===== config.mk =====
export PLATFORM = sky130hd
export DESIGN_NAME = stream_demux_1_2_flat
export DESIGN_NICKNAME = d
export VERILOG_FILES = /design/src/rtl/stream_demux_1_2_if.sv /design/src/rtl/stream_demux_1_2.sv /design/src/flat_wrapper.sv
export SDC_FILE = /design/constraint.sdc
export NUM_CORES = 1
export LEC_CHECK = 0
export CORE_MARGIN = 10
export CORE_UTILIZATION = 41
export CTS_BUF_LIST = sky130_fd_sc_hd__clkbuf_8
export CTS_CLUSTER_SIZE = 30
export DETAILED_ROUTE_END_ITERATION = 8
export PLACE_DENSITY = 0.77
export SETUP_SLACK_MARGIN = 0.02
export SYNTH_ARGS = -nofsm -noshare
export SYNTH_HDL_FRONTEND = slang
export SYNTH_SLANG_ARGS = --single-unit

===== constraint.sdc =====
create_clock -name clk -period 1.3 [get_ports clk]
set_input_delay 0.26 -clock clk [delete_from_list [all_inputs] [get_ports clk]]
set_output_delay 0.26 -clock clk [all_outputs]
set_load 0.005 [all_outputs]

===== src/rtl/stream_demux_1_2_if.sv =====
// rtl/stream_demux_1_2_if.sv - Stream bundle for the 1:2 packet demultiplexer
//
// Purpose: groups the upstream stream (s_*) and both downstream ports (m0_*, m1_*).
// Ports:
//   s_valid/s_ready/s_data/s_last/s_sel : upstream beat with route request
//   m0_valid/m0_ready/m0_data/m0_last   : downstream port 0
//   m1_valid/m1_ready/m1_data/m1_last   : downstream port 1
// Modports:
//   slave  : the demultiplexer (sinks s_*, sources m0_*/m1_*)
//   master : the surroundings (source s_*, sink m0_*/m1_*)
interface stream_demux_1_2_if #(
  parameter int WIDTH = 8
);
  logic             s_valid;
  logic             s_ready;
  logic [WIDTH-1:0] s_data;
  logic             s_last;
  logic             s_sel;

  logic             m0_valid;
  logic             m0_ready;
  logic [WIDTH-1:0] m0_data;
  logic             m0_last;

  logic             m1_valid;
  logic             m1_ready;
  logic [WIDTH-1:0] m1_data;
  logic             m1_last;

  modport slave (
    input  s_valid, s_data, s_last, s_sel,
    output s_ready,
    output m0_valid, m0_data, m0_last,
    input  m0_ready,
    output m1_valid, m1_data, m1_last,
    input  m1_ready
  );

  modport master (
    output s_valid, s_data, s_last, s_sel,
    input  s_ready,
    input  m0_valid, m0_data, m0_last,
    output m0_ready,
    input  m1_valid, m1_data, m1_last,
    output m1_ready
  );
endinterface


===== src/rtl/stream_demux_1_2.sv =====
// rtl/stream_demux_1_2.sv - Registered 1:2 stream demultiplexer with packet route locking
//
// Purpose: splits one valid/ready stream onto two ports. The route comes from
// s_sel on the first beat of a packet and is held until the s_last beat is
// accepted. Each port has a one-entry register slice (one cycle latency).
// Ports:
//   clk   : rising-edge clock
//   rst_n : asynchronous active-low reset (release synchronised internally)
//   bus   : stream_demux_1_2_if.slave, upstream s_* and ports m0_*/m1_*
module stream_demux_1_2 #(
  parameter int WIDTH = 8
) (
  input logic                 clk,
  input logic                 rst_n,
  stream_demux_1_2_if.slave   bus
);

  typedef enum logic {
    ST_IDLE = 1'b0,
    ST_PKT  = 1'b1
  } state_t;

  logic [1:0]       r_rst_sync;
  state_t           r_state;
  logic             r_route;

  logic             r_m0_valid;
  logic [WIDTH-1:0] r_m0_data;
  logic             r_m0_last;
  logic             r_m1_valid;
  logic [WIDTH-1:0] r_m1_data;
  logic             r_m1_last;

  logic             w_rst_n;
  logic             w_route;
  logic             w_s_ready;
  logic             w_accept;
  logic             w_load0;
  logic             w_load1;

  // Reset asserts immediately but is released two clock edges later, so the
  // core never sees a reset edge close to a clock edge.
  always_ff @(posedge clk or negedge rst_n) begin
    if (!rst_n) begin
      r_rst_sync <= 2'b00;
    end else begin
      r_rst_sync <= {r_rst_sync[0], 1'b1};
    end
  end

  assign w_rst_n = r_rst_sync[1];

  // Outside a packet the route follows s_sel directly; inside, the latched one.
  assign w_route   = (r_state == ST_PKT) ? r_route : bus.s_sel;
  // Only the slice on the current route may hold off upstream.
  assign w_s_ready = w_route ? (!r_m1_valid || bus.m1_ready)
                             : (!r_m0_valid || bus.m0_ready);
  assign w_accept  = bus.s_valid && w_s_ready;
  assign w_load0   = w_accept && !w_route;
  assign w_load1   = w_accept &&  w_route;

  always_ff @(posedge clk or negedge w_rst_n) begin
    if (!w_rst_n) begin
      r_state <= ST_IDLE;
      r_route <= 1'b0;
    end else if (w_accept) begin
      unique case (r_state)
        ST_IDLE: begin
          // Single-beat packets never open a packet.
          if (!bus.s_last) begin
            r_route <= bus.s_sel;
            r_state <= ST_PKT;
          end
        end
        ST_PKT: begin
          if (bus.s_last) begin
            r_state <= ST_IDLE;
          end
        end
        default: r_state <= ST_IDLE;
      endcase
    end
  end

  // Port 0 slice: data/last only change on a load, so they hold while stalled.
  always_ff @(posedge clk or negedge w_rst_n) begin
    if (!w_rst_n) begin
      r_m0_valid <= 1'b0;
      r_m0_data  <= '0;
      r_m0_last  <= 1'b0;
    end else if (w_load0) begin
      r_m0_valid <= 1'b1;
      r_m0_data  <= bus.s_data;
      r_m0_last  <= bus.s_last;
    end else if (bus.m0_ready) begin
      r_m0_valid <= 1'b0;
    end
  end

  // Port 1 slice.
  always_ff @(posedge clk or negedge w_rst_n) begin
    if (!w_rst_n) begin
      r_m1_valid <= 1'b0;
      r_m1_data  <= '0;
      r_m1_last  <= 1'b0;
    end else if (w_load1) begin
      r_m1_valid <= 1'b1;
      r_m1_data  <= bus.s_data;
      r_m1_last  <= bus.s_last;
    end else if (bus.m1_ready) begin
      r_m1_valid <= 1'b0;
    end
  end

  assign bus.s_ready  = w_s_ready;
  assign bus.m0_valid = r_m0_valid;
  assign bus.m0_data  = r_m0_data;
  assign bus.m0_last  = r_m0_last;
  assign bus.m1_valid = r_m1_valid;
  assign bus.m1_data  = r_m1_data;
  assign bus.m1_last  = r_m1_last;

endmodule


===== src/flat_wrapper.sv =====
// flat-port wrapper written by rule: the top's interface ports become plain ports
module stream_demux_1_2_flat 
#(
  parameter int WIDTH = 8
)
  (clk, rst_n, bus_s_valid, bus_s_data, bus_s_last, bus_s_sel, bus_s_ready, bus_m0_valid, bus_m0_data, bus_m0_last, bus_m0_ready, bus_m1_valid, bus_m1_data, bus_m1_last, bus_m1_ready);
  stream_demux_1_2_if #(.WIDTH(WIDTH)) bus_i ();
  input logic clk;
  input logic rst_n;
  input wire logic [$bits(bus_i.s_valid)-1:0] bus_s_valid;
  input wire logic [$bits(bus_i.s_data)-1:0] bus_s_data;
  input wire logic [$bits(bus_i.s_last)-1:0] bus_s_last;
  input wire logic [$bits(bus_i.s_sel)-1:0] bus_s_sel;
  output wire logic [$bits(bus_i.s_ready)-1:0] bus_s_ready;
  output wire logic [$bits(bus_i.m0_valid)-1:0] bus_m0_valid;
  output wire logic [$bits(bus_i.m0_data)-1:0] bus_m0_data;
  output wire logic [$bits(bus_i.m0_last)-1:0] bus_m0_last;
  input wire logic [$bits(bus_i.m0_ready)-1:0] bus_m0_ready;
  output wire logic [$bits(bus_i.m1_valid)-1:0] bus_m1_valid;
  output wire logic [$bits(bus_i.m1_data)-1:0] bus_m1_data;
  output wire logic [$bits(bus_i.m1_last)-1:0] bus_m1_last;
  input wire logic [$bits(bus_i.m1_ready)-1:0] bus_m1_ready;
  assign bus_i.s_valid = bus_s_valid;
  assign bus_i.s_data = bus_s_data;
  assign bus_i.s_last = bus_s_last;
  assign bus_i.s_sel = bus_s_sel;
  assign bus_s_ready = bus_i.s_ready;
  assign bus_m0_valid = bus_i.m0_valid;
  assign bus_m0_data = bus_i.m0_data;
  assign bus_m0_last = bus_i.m0_last;
  assign bus_i.m0_ready = bus_m0_ready;
  assign bus_m1_valid = bus_i.m1_valid;
  assign bus_m1_data = bus_i.m1_data;
  assign bus_m1_last = bus_i.m1_last;
  assign bus_i.m1_ready = bus_m1_ready;
  stream_demux_1_2 #(.WIDTH(WIDTH)) u_core (.clk(clk), .rst_n(rst_n), .bus(bus_i));
endmodule

**Yosys cells after proc, flatten, opt, wreduce, memory -nomap -nowiden**

Index checks and enable logic that the tools add are counted.

- Flip-flop bits (word level): 24
- Latch bits: 0
- Bits in writable memories: 0
- Memory bits (read-only): 0
- Bits of input ports: 15
- Output and inout port bits: 21
- Logic and storage cells: 29
- Memories: 0

- Add/subtract/negate cells: 0
- Multipliers: 0
- Div/mod/pow operators: 0
- Order comparisons: 0
- Equal/unequal tests: 0
- Shift-type cells: 0
- Mux-type cells: 7
- Bitwise gates (word level): 2
- Reductions and logical operators: 11

Operator list:

| kind | count |
|---|---|
| 1-bit two-way mux | 7 |
| 2-bit nonzero test | 2 |
| 1-bit logical AND | 3 |
| 1-bit zero test | 3 |
| 3-bit AND reduction | 1 |
| 1-bit logical OR | 2 |
| 1-bit inverter | 2 |

**Depth between registers and ports, before layout**

- Depth after elaboration: 6
- Depth in mapped cells: 5
- Gate-level depth less buffers: 4

**Worst setup path before layout**

Ideal clock, no wire load.

- Kind: flip-flop to flip-flop
- From: reg u_core.r_state
- To: reg u_core.r_route
- Setup time: 128 ps
- Data arrival time: 1327 ps
- Required time: 1172 ps
- Setup slack: -155 ps
- Cell stages (with the launch flop): 5
- Path buffers: 0
- Clock period less this slack: 1455 ps
- Cells stage by stage: dfrtp_1 > mux2i_1 > nand3_2 > a211oi_2 > mux2_1

- Cells in the longest elaborated chain, start to end: 4
- Elaborated cells on any way between the ends: 5
- Classes of those cells: 2 x mux; 1 x bitwise; 2 x reduce/logical

Ends and longest elaborated chain:

| item | line | RTL |
|---|---|---|
| start, declared | stream_demux_1_2.sv:24 | `state_t r_state;` |
| start signal, assigned | stream_demux_1_2.sv:64 | `r_state <= ST_IDLE;` |
| start signal, assigned | stream_demux_1_2.sv:72 | `r_state <= ST_PKT;` |
| start signal, assigned | stream_demux_1_2.sv:77 | `r_state <= ST_IDLE;` |
| 1-bit two-way mux | stream_demux_1_2.sv:54 | `assign w_route = (r_state == ST_PKT) ? r_route : bus.s_sel;` |
| 1-bit two-way mux | stream_demux_1_2.sv:56 | `assign w_s_ready = w_route ? (!r_m1_valid \|\| bus.m1_ready)` |
| 1-bit logical AND | stream_demux_1_2.sv:58 | `assign w_accept = bus.s_valid && w_s_ready;` |
| 3-bit AND reduction (no source line) (*) | -- |  |
| end signal, assigned | stream_demux_1_2.sv:71 | `r_route <= bus.s_sel;` |
| end, declared | stream_demux_1_2.sv:25 | `logic r_route;` |

Mark *: on every way between the ends. The rest lies on a longest branch, timed or not.
A chain may end at the register's enable or synchronous reset.

**Worst setup path in the final report**

- From: reg u_core.r_state
- To: out bus_s_ready

- Cells in the longest elaborated chain, start to end: 2

Ends and longest elaborated chain:

| item | line | RTL |
|---|---|---|
| 1-bit two-way mux | stream_demux_1_2.sv:54 |  |
| 1-bit two-way mux | stream_demux_1_2.sv:56 |  |
| end, declared | flat_wrapper.sv:14 | `output wire logic [$bits(bus_i.s_ready)-1:0] bus_s_ready;` |

No other way between the ends.

==> results.py <==
metrics = {
    "sta": {
        "rsz0062_at_grt": "yes",
        "clock-skew-final_ps": 2.89,
        "hold_violations": 0,
        "slew_viol_final": 0,
        "fin_ws_ps": -298,
        "tns_ps": -5110,
        "post-route-min-period_ps": 1600,
        "period_share_pct": 123,
        "setup_violations": 21,
        "fmax_mhz": 626,
    },
    "detailed_routing": {
        "ant_nets": 0,
        "wl_per_cell_microns": 17.7,
        "vias_per_cell": 4.80,
        "drt_iter0_markers": 9,
        "wl_mm": 2.52,
        "drc_errors": 0,
        "dr.pass1.iters": 2,
        "vias": 681,
    },
    "yosys": {
        "yosysWarnings": 0,
        "yosys-top-cells-area": "dfrtp_1 (59%), mux2_4 (24%), mux2_2 (3.3%), mux2i_1 (2.0%), nand3b_4 (2.0%)",
        "yosysSeqAreaShare_pct": 59.3,
        "syn_inst": 58,
        "yosysTopAreaCellShare_pct": 59.3,
        "synth_fp_nets": 73,
        "synth_cell_types": 15,
        "syn_avg_cell_area_sq_um": 17.5,
        "synthesis.area_sq_um": 1010,
        "ys_ff_latch": 24,
        "yosys.area.top_type": "dfrtp_1",
    },
    "final_layout": {
        "final_common_cell": "dfrtp_1",
        "final_cell_mix": "dfrtp_1 (24), dlygate4sd2_1 (21), mux2_4 (18)",
        "fillers": 167,
        "utilization_pct": 70.5,
        "syn2layout_area_growth_pct": 58.4,
        "fin_nets": 130,
        "layout-drive-gt1-share_pct": 43.0,
        "n_antenna_cell": 0,
    },
    "global_routing": {
        "antenna_found_initial": 0,
        "grt_max_degree": 19,
        "grt_pass1_vias": 805,
        "grt_first_pass_wirelength_mm": 4.08,
        "track_usage_pct": 10.4,
        "grt_remaining_overflow": 0,
    },
    "power": {
        "powerDensity_nw_per_um2": 2320,
        "pwr-share-clk_pct": 17.5,
        "p_sw_share_pct": 27.2,
        "p_seq_share_pct": 34.3,
        "p_leak_nw": 0.814,
        "p_sw_w": 0.00101,
        "combPwrFrac_pct": 48.2,
        "p_int_w": 0.00272,
        "max-vdd-ir-drop_mv": 1.45,
    },
    "status": {
        "violations": "negative setup slack",
        "status": "finished with violations",
    },
    "setup_path": {
        "cp-start-kind": "register",
        "critPathMaxFanout": 2,
        "crit_type": "reg -> out",
        "crit_arrival_ps": 1340,
        "crit_path_end_kind": "primary output",
        "cp_data_required_time_ps": 1040,
    },
    "clock_network": {
        "cts.sinks": 24,
        "cts_tree": "built",
        "htree_levels": 1,
        "clk_latency_ps": 260,
        "clkTransAtPathRegs_ps": 90,
        "cts_made_buffers": 3,
        "cts_hold_buf": 0,
        "clock_path_buffers": 2,
        "clockRootBuffer": "clkbuf_8",
    },
    "placed_design": {
        "dp_hpwl_mm": 1.87,
        "io_buffers": 35,
        "gp_congestion": 0.722,
    },
    "floorplan": {
        "start_util_pct": 44.5,
        "row_count": 17,
        "core_sq_um": 2280,
        "pin_count": 36,
        "die_w_microns": 69.7,
        "die_h_microns": 69.7,
        "die_area_sq_um": 4860,
    },
    "worst_hold_path": {
        "hp-class": "reg -> async",
    },
    "job": {
        "max-cap-violations": 0,
    },
}
-- cell families after synthesis --
logic type / share of synthesized area (%)
muxes: 30.1
DFF: 59.3
other: 0.370
buffers and inverters: 2.96
AOI/OAI and AO/OA: 1.23
and+or+nand+nor: 6.05
-- registers in the layout, indices dropped and copies added, names as in the netlist --
register	cells
u_core.bus.m0_data	8
u_core.bus.m1_data	8
u_core.r_rst_sync	2
u_core.bus.m0_last	1
u_core.bus.m0_valid	1
u_core.bus.m1_last	1
u_core.bus.m1_valid	1
u_core.r_route	1
u_core.r_state	1
-- layer usage --
layer | GRT usage (%) | up-vias | part of all wire (%)
li1 | - | 309 | -
met1 | 10.9 | 350 | 38
met2 | 18.1 | 20 | 53
met3 | 4.42 | 2 | 7.9
met4 | 3.26 | 0 | 0.32
met5 | 0 | - | 0
-- power groups by stage --
stage,clock network [W],registers (W),logic (W)
6_report,0.000652,0.00128,0.00180
5_1_grt,0.000692,0.00133,0.00194
4_1_cts,0.000657,0.00128,0.00178
3_5_place_dp,0,0.00131,0.00175
3_3_place_gp,0,0.00129,0.00172
2_1_floorplan,0,0.00133,0.000787
-- cells in the mapped netlist --
master    number
a211oi_2       1
nand3b_4       1
nand2_1        2
mux2_1         1
conb_1         1
mux2_4        16
nand2_4        1
buf_8          1
inv_1          1
mux2_2         3
nand2b_1       2
mux2i_1        2
nand3_2        1
buf_6          1
dfrtp_1       24
-- final timing paths --
path,cells past startpoint,from,slack [ps],endpoint
max in group asynchronous,1,u_core.r_rst_sync[1]$_DFF_PN0_,740,u_core.r_route$_DFFE_PN0P_
setup reg to reg,5,u_core.r_state$_DFFE_PN0P_,-290,u_core.r_route$_DFFE_PN0P_
setup / recovery,3,u_core.r_state$_DFFE_PN0P_,-300,bus_s_ready
hold reg to reg,0,u_core.r_rst_sync[1]$_DFF_PN0_,80,u_core.bus.m1_data[2]$_DFFE_PN0P_
hold / removal,0,u_core.r_rst_sync[1]$_DFF_PN0_,80,u_core.bus.m1_data[2]$_DFFE_PN0P_
min in group clk,0,u_core.r_rst_sync[0]$_DFF_PN0_,360,u_core.r_rst_sync[1]$_DFF_PN0_
-- per-stage QoR --
stage	total power (W)	worst slack (ps)	hold slack, ps	std cells	instance area (sq um)
3_5_place_dp	0.00307	-663	74.7	129	1460
2_1_floorplan	0.00212	-132	-35.6	58	1020
3_3_place_gp	0.00301	-622	61.8	129	1460
6_report	0.00373	-298	76.8	142	1610
5_1_grt	0.00396	-364	94.1	142	1610
4_1_cts	0.00371	-302	83.1	140	1580
-- what timing repair did --
item / 4_1_cts / 5_1_grt
pin swaps: 1 / 2
gates resized for setup: 33 / 2
setup endpoints to repair: 41 / 22
buffers inserted: 7 / 2
-- critical path: stages, from the launching register on --
cell     delay (ps)
dfrtp_1         380
mux2i_2         260
mux2_4          320
buf_6           110
-- final cells by class --
type	instances	area, sq um	share of cell area, %
clock buffers	3	41.3	2.57
repair buffers	54	490	30.6
clock inverters	1	30.0	1.87
flip-flops and latches	24	601	37.4
inverters	1	3.75	0.234
multi-input cells	31	404	25.2
well taps	28	35.0	2.18
(Power assumes the default switching activity.)
